### src/rtl/seq_divider.sv
// seq_divider: iterative radix-2 restoring divider, one quotient bit per clock.
//
// Ports:
//   clk          clock, all state updates on posedge
//   reset_n      synchronous active-low reset
//   in_valid     operands present           in_ready     divider accepts operands
//   lop          dividend                   rop          divisor
//   out_valid    result present             out_ready    consumer accepts result
//   quot         quotient                   mod          remainder
//   div_by_zero  result came from rop==0    busy         state != IDLE
//
// Optional feature macro: SEQ_DIVIDER_SIGNED_EN
//   defined   -> two's complement operands. The quotient truncates toward zero and the
//                remainder takes the dividend's sign.
//   undefined -> pure unsigned; no sign logic is built.
//
// state | meaning
// IDLE  | waiting for operands, in_ready=1
// CALC  | one restoring iteration per cycle, r_cnt iterations remaining
// DONE  | result presented, held until out_ready

module seq_divider #(
  parameter int WORD_WIDTH = 16,
  parameter int CNT_WIDTH  = $clog2(WORD_WIDTH) + 1
) (
  input  logic                  clk,
  input  logic                  reset_n,
  input  logic                  in_valid,
  output logic                  in_ready,
  input  logic [WORD_WIDTH-1:0] lop,
  input  logic [WORD_WIDTH-1:0] rop,
  output logic                  out_valid,
  input  logic                  out_ready,
  output logic [WORD_WIDTH-1:0] quot,
  output logic [WORD_WIDTH-1:0] mod,
  output logic                  div_by_zero,
  output logic                  busy
);

  localparam logic [CNT_WIDTH-1:0] CNT_LOAD = CNT_WIDTH'(WORD_WIDTH);

  typedef enum logic [1:0] {
    S_IDLE = 2'd0,
    S_CALC = 2'd1,
    S_DONE = 2'd2
  } state_t;

  state_t                r_state;
  logic [WORD_WIDTH-1:0] r_q;
  logic [WORD_WIDTH-1:0] r_rem;
  logic [WORD_WIDTH-1:0] r_div;
  logic [CNT_WIDTH-1:0]  r_cnt;
  logic [WORD_WIDTH-1:0] r_quot;
  logic [WORD_WIDTH-1:0] r_mod;
  logic                  r_dbz;
  logic                  r_out_valid;

  logic [WORD_WIDTH-1:0] w_lop_mag;
  logic [WORD_WIDTH-1:0] w_rop_mag;
  logic [WORD_WIDTH:0]   w_rem_sh;
  logic [WORD_WIDTH:0]   w_trial;
  logic [WORD_WIDTH-1:0] w_rem_next;
  logic [WORD_WIDTH-1:0] w_q_next;
  logic [WORD_WIDTH-1:0] w_quot_fix;
  logic [WORD_WIDTH-1:0] w_mod_fix;

  // Partial remainder is always below the divisor, so the shifted value is
  // below 2*divisor and the trial difference fits in WORD_WIDTH+1 signed bits.
  assign w_rem_sh   = {r_rem, r_q[WORD_WIDTH-1]};
  assign w_trial    = w_rem_sh - {1'b0, r_div};
  assign w_rem_next = w_trial[WORD_WIDTH] ? w_rem_sh[WORD_WIDTH-1:0] : w_trial[WORD_WIDTH-1:0];
  assign w_q_next   = {r_q[WORD_WIDTH-2:0], ~w_trial[WORD_WIDTH]};

`ifdef SEQ_DIVIDER_SIGNED_EN
  logic r_q_neg;
  logic r_r_neg;

  // MIN maps to itself, which read unsigned is exactly its magnitude; MIN/-1
  // therefore falls out as quot=MIN, mod=0 with no special case.
  assign w_lop_mag  = lop[WORD_WIDTH-1] ? WORD_WIDTH'(~lop + 1'b1) : lop;
  assign w_rop_mag  = rop[WORD_WIDTH-1] ? WORD_WIDTH'(~rop + 1'b1) : rop;
  assign w_quot_fix = r_q_neg ? WORD_WIDTH'(~w_q_next + 1'b1) : w_q_next;
  assign w_mod_fix  = r_r_neg ? WORD_WIDTH'(~w_rem_next + 1'b1) : w_rem_next;

  always_ff @(posedge clk) begin
    if (!reset_n) begin
      r_q_neg <= 1'b0;
      r_r_neg <= 1'b0;
    end else if (r_state == S_IDLE && in_valid) begin
      r_q_neg <= lop[WORD_WIDTH-1] ^ rop[WORD_WIDTH-1];
      r_r_neg <= lop[WORD_WIDTH-1];
    end
  end
`else
  assign w_lop_mag  = lop;
  assign w_rop_mag  = rop;
  assign w_quot_fix = w_q_next;
  assign w_mod_fix  = w_rem_next;
`endif

  assign in_ready    = (r_state == S_IDLE);
  assign busy        = (r_state != S_IDLE);
  assign out_valid   = r_out_valid;
  assign quot        = r_quot;
  assign mod         = r_mod;
  assign div_by_zero = r_dbz;

  always_ff @(posedge clk) begin
    if (!reset_n) begin
      r_state     <= S_IDLE;
      r_q         <= '0;
      r_rem       <= '0;
      r_div       <= '0;
      r_cnt       <= '0;
      r_quot      <= '0;
      r_mod       <= '0;
      r_dbz       <= 1'b0;
      r_out_valid <= 1'b0;
    end else begin
      case (r_state)
        S_IDLE: begin
          if (in_valid) begin
            if (rop == '0) begin
              r_quot  <= '1;
              r_mod   <= lop;
              r_dbz   <= 1'b1;
              r_state <= S_DONE;
            end else begin
              r_q     <= w_lop_mag;
              r_div   <= w_rop_mag;
              r_rem   <= '0;
              r_cnt   <= CNT_LOAD;
              r_state <= S_CALC;
            end
          end
        end
        S_CALC: begin
          r_q   <= w_q_next;
          r_rem <= w_rem_next;
          r_cnt <= r_cnt - 1'b1;
          if (r_cnt == CNT_WIDTH'(1)) begin
            r_quot      <= w_quot_fix;
            r_mod       <= w_mod_fix;
            r_dbz       <= 1'b0;
            r_out_valid <= 1'b1;
            r_state     <= S_DONE;
          end
        end
        S_DONE: begin
          // Divide-by-zero arrives here with out_valid still low; it is raised
          // one cycle later, giving the one-cycle zero-divisor latency.
          if (!r_out_valid) begin
            r_out_valid <= 1'b1;
          end else if (out_ready) begin
            r_out_valid <= 1'b0;
            r_state     <= S_IDLE;
          end
        end
        default: r_state <= S_IDLE;
      endcase
    end
  end

endmodule
### config.mk
export PLATFORM = sky130hd
export DESIGN_NAME = seq_divider
export DESIGN_NICKNAME = d
export VERILOG_FILES = /design/src/rtl/seq_divider.sv
export SDC_FILE = /design/constraint.sdc
export NUM_CORES = 1
export LEC_CHECK = 0
export BUFFER_PORTS_ARGS = -buffer_cell sky130_fd_sc_hd__buf_2
export CAP_MARGIN = 0
export CORE_MARGIN = 2
export CORE_UTILIZATION = 55
export DETAILED_ROUTE_END_ITERATION = 6
export GPL_TIMING_DRIVEN = 0
export PLACE_DENSITY_LB_ADDON = 0.05
export SLEW_MARGIN = 15
export SYNTH_ARGS = -nofsm -noshare
export SYNTH_HDL_FRONTEND = slang
export SYNTH_SLANG_ARGS = --single-unit
### constraint.sdc
create_clock -name clk -period 3.03 [get_ports clk]
set_input_delay 0.4545 -clock clk [delete_from_list [all_inputs] [get_ports clk]]
set_output_delay 0.4545 -clock clk [all_outputs]
set_load 0.03 [all_outputs]
# Word-level counts from Yosys, hierarchy flattened
# Cells that the tools add are included.
# totals
ff_bits	89
input_bits	36
out_inout_bits	36
wordCells	64
# op_classes
addsub	2
n_eq_ne	9
mux	32
bitwise_logic	2
n_reduce_logical	10
# op_table
op	n
2-to-1 mux 16 bit	11
case mux 16 bit (2 select lines)	4
subtractor 17 x 16 -> 17 bit	1
zero test 16 bit	1
2-to-1 mux 2 bit	5
2-to-1 mux 5 bit	2
inequality test 2 bit, second input constant	5
case mux 5 bit (2 select lines)	1
AND reduction 4 bit	2
2-to-1 mux 1 bit	6
case mux 2 bit (3 select lines)	1
AND reduction 3 bit	2
nonzero test 2 bit	3
equality test 5 x 1 -> 1 bit, second input constant	1
subtractor 5 x 1 -> 5 bit, second input constant	1
case mux 1 bit (2 select lines)	2
equality test 2 x 1 -> 1 bit, second input constant	1
equality test 2 bit, second input constant	1
zero test 2 bit	1
inequality test 2 x 1 -> 1 bit, second input constant	1
inverter 1 bit	2
AND reduction 2 bit	1

# Logic depth before layout (Yosys ltp)
# depth
word_depth	4
mapped_depth	11
depth_no_buf	10

# Worst setup path after synthesis
# No wires, ideal clock.
# synth_path
kind	flip-flop to flip-flop
startpoint	register r_q[15]
endpoint	register r_mod[7], in the netlist mod[7]
setup_time_ps	74
arrival_time_ps	2610
setup_slack_ps	346
stages_incl_launch_ff	11
path_buffers	0
synth_period_minus_slack_ps	2684
cell_sequence	dfxtp_1 > inv_1 > ha_1 > fa_1 > nand2b_1 > a21o_1 > a21oi_2 > nor4b_4 > nor3_2 > mux2_2 > a31oi_1
# synth_between
elab_chain_cells	4
# synth_lines
element	line_no	source
start, declared	49	logic [WORD_WIDTH-1:0] r_q;
start signal, assigned	129	r_q <= w_lop_mag;
start signal, assigned	138	r_q <= w_q_next;
subtractor 17 x 16 -> 17 bit	70	assign w_trial = w_rem_sh - {1'b0, r_div};
2-to-1 mux 16 bit	71	assign w_rem_next = w_trial[WORD_WIDTH] ? w_rem_sh[WORD_WIDTH-1:0] : w_trial[WORD_WIDTH-1:0];
2-to-1 mux 16 bit	141	if (r_cnt == CNT_WIDTH'(1)) begin
case mux 16 bit (2 select lines)	120	case (r_state)
end signal, assigned	125	r_mod <= lop;
end signal, assigned	143	r_mod <= w_mod_fix;
end, declared	54	logic [WORD_WIDTH-1:0] r_mod;
# Every way passes these cells. The select of a mux whose other input is x is not followed.
# A chain may end at the register's enable or synchronous reset.

# Worst setup path after layout
# layout_path
startpoint	register r_q[15]
endpoint	register r_mod[3], in the netlist mod[3]
# The elaborated chain is that of the path after synthesis.

==> results.yml <==
synth:
  synth_edf_count: 0
  ys_top_cells_by_area: "dfxtp_1 (39%), nand2_1 (6.2%), mux2i_1 (6.0%), ha_1 (5.0%), nor2_1 (5.0%)"
  synthCells: 538
  synth_top_area_share_pct: 39.4
  syn-num-nets: 593
  yosys-top-cells-count: "dfxtp_1 (89), nand2_1 (75), nor2_1 (60), o21ai_0 (30)"
  yosysUniqueCellTypes: 54
  async_reset_ff_share_pct: 0
  syn_area_sq_um: 4520
  synth_area_leader_cell: "dfxtp_1"
  synth-seq-area-share_pct: 39.4
  avgSynthCellArea_sq_um: 8.40
  yosysMostFrequentCell: "dfxtp_1"
  ys_seq_elements: 89
  synth_top_flop_cell: "dfxtp_1"
  yosys_warnings: 0
global_route:
  antenna_found_initial: 0
  grt_pass1_vias: 3902
  grt_pass1_wl_mm: 18.9
  grt_usage_pct: 27.1
  grt_overflow_total: 0
  grt_max_degree: 17
finish:
  fin_nets: 679
  diodes: 0
  nFillCells: 749
  fin_area_sq_um: 5270
  syn_to_final_growth_pct: 16.5
  final_core_util_pct: 65.1
  multi_input_area_sq_um: 2550
  instances_no_fill: 733
  drive_gt1_share_pct: 19.7
  seq_area_sq_um: 1780
timing:
  max_freq_mhz: 341
  worst_pin_slew_ps: 728
  totalNegativeSetupSlack_ps: 0
  clock_skew_ps: 13.1
  min_period_over_period_pct: 96.9
  maxSlewHeadroom_pct: 51.3
  worst_slack_ps: 94.2
  min_period_ps: 2940
  slew_viol_final: 0
  hold_violations: 0
  rsz0062_at_grt: "no"
  setup_violations: 0
status:
  outcome: "completed"
die:
  ios: 72
  die_width_um: 94.7
  initial_core_util_pct: 55.9
  die_h_um: 94.7
  die_area_sq_um: 8960
  core.rowCount: 33
  core_sq_um: 8090
drt:
  first_pass_iters: 5
  drt-wirelength-per-cell_um: 16.6
  drt_wl_total_mm: 12.2
  postRouteAntennaNets: 0
  via_per_inst: 5.96
  drc_errors: 0
  vias: 4368
  drt_iter0_markers: 204
placement:
  post-place-ws_ps: -267
  post_dp_cell_area_sq_um: 5010
  place_inst: 714
  io_buffers: 71
  gp_congestion: 0.922
  dp_hpwl_mm: 9.14
pwr:
  ir_drop_mv: 0.384
  p_leak_uw: 0.00228
  p_per_area_nw_per_um2: 787
cts:
  hold_buffers: 0
  cts.htree.levels: 3
  clockBufferDepth: 2
  cts_sinks: 89
  cts_tree: "yes"
  cts_root_buffer: "clkbuf_8"
  clkTransAtPathRegs_ps: 100
  cts_buffers: 9
  clk_latency_ps: 370
worst_setup_path:
  cp_num_buf_inv: 2
  cp_cell_sequence: "inv_1 > ha_1 > fa_1 > nand2b_1 > a21o_1 > a21oi_4 > nor4b_4 > or3_4 > buf_6 > mux2i_1 > o221ai_1"
  cp_slowest_stage_delay_ps: 410
  cp.arrival_ps: 3170
  r2r_start: "r_q[15]"
  reg2reg_slack_ps: 90
  crit_slowest_cell: "or3_4"
  crit_family: "simple AND/OR/NAND/NOR gates"
  crit_path_max_fanout: 10
  cp-end-kind: "register"
  critical_path_required_ps: 3270
  critPathKind: "reg -> reg"
  setup.worst_path.start: "r_q[15]"
  cp-start-kind: "register"
min_path:
  hold_path_class: "in -> reg"
  hold_start: "rop[11]"
flow_run:
  maxCapViolations: 0
-- registers in the layout, summed over array words and instances (netlist names) --
register	cells
out_valid	1
r_q	16
r_rem	16
mod	16
quot	16
r_div	16
div_by_zero	1
r_cnt	5
r_state	2
-- cell usage in the layout (no fill, tap or decap), types with 5 or more instances in the layout --
cell and count:
nand4_1 9, nor2_1 60, a311oi_1 17, a21o_1 7, clkbuf_8 9, buf_2 73
and2_1 5, o21ai_0 30, o221a_2 15, a21oi_1 21, nor4_1 7, nor3_1 9
nand3_1 9, nand2_1 75, a31oi_1 13, o221ai_1 5, dfxtp_1 88, mux2i_1 26
ha_1 18, clkbuf_1 25, inv_1 27, nand2b_1 7
-- area by class of cell --
| class | instances | area share, % |
|---|---|---|
| inverter | 27 | 1.92 |
| clock buffer | 9 | 2.35 |
| buffer | 30 | 2.33 |
| timing repair buffer | 75 | 7.31 |
| sequential | 89 | 33.8 |
| multi-input combinational | 392 | 48.4 |
| clock inverter | 6 | 1.40 |
| tap | 105 | 2.49 |
-- worst reg2reg max path, delay by kind of cell, from the launching register on --
| family | cells | cell delay (ps) |
|---|---|---|
| fa+ha+maj | 2 | 640 |
| compound gates | 3 | 600 |
| simple gates | 3 | 680 |
| mux | 1 | 290 |
| flops | 1 | 380 |
| buf+inv | 2 | 230 |
-- path summary, 6_finish.rpt --
kind,cells after the start,to
setup / recovery,11,mod[3]
hold / removal,3,r_div[11]
setup reg to reg,11,mod[3]
hold reg to reg,2,r_rem[10]
-- cells by family after synthesis --
group	count (synthesis)	synth area share [%]
buffers and inverters	57	4.95
and+or+nand+nor	201	20.6
DFF	89	39.4
adders and majority gates	19	5.42
muxes	31	6.97
xor gates and xnor gates	4	0.775
AOI/OAI and AO/OA	137	21.8
-- repair_timing --
| action | 4_1_cts | 5_1_grt |
|---|---|---|
| cloned | 0 | 0 |
| gates resized for setup | 2 | 5 |
| setup endpoints to repair | 10 | 27 |
| pin swaps | 0 | 2 |
| setup buffers | 0 | 4 |
-- where the power goes --
part | switching, uW | total [uW] | internal (uW)
sequential | 97.4 | 1390 | 1290
combinational | 1090 | 1890 | 804
clock | 479 | 868 | 389
-- per-layer routing --
| layer | GRT usage [%] | part of all wire [%] | routed length [um] | vias up |
|---|---|---|---|---|
| li1 | - | - | - | 2122 |
| met1 | 35.0 | 45 | 5510 | 2093 |
| met2 | 47.3 | 48 | 5910 | 140 |
| met3 | 4.71 | 5.3 | 647 | 13 |
| met4 | 5.92 | 1.1 | 135 | 0 |
| met5 | 0 | 0 | 0 | - |
-- through the flow --
stage / power, uW / hold WS [ps]
final: 4150 / 327
after floorplan: 2710 / 435
after CTS: 3990 / 328
after global routing: 4360 / 336
after detailed placement: 3110 / 461
after global placement: 3070 / 450
Power figures use the tool's default switching activity.
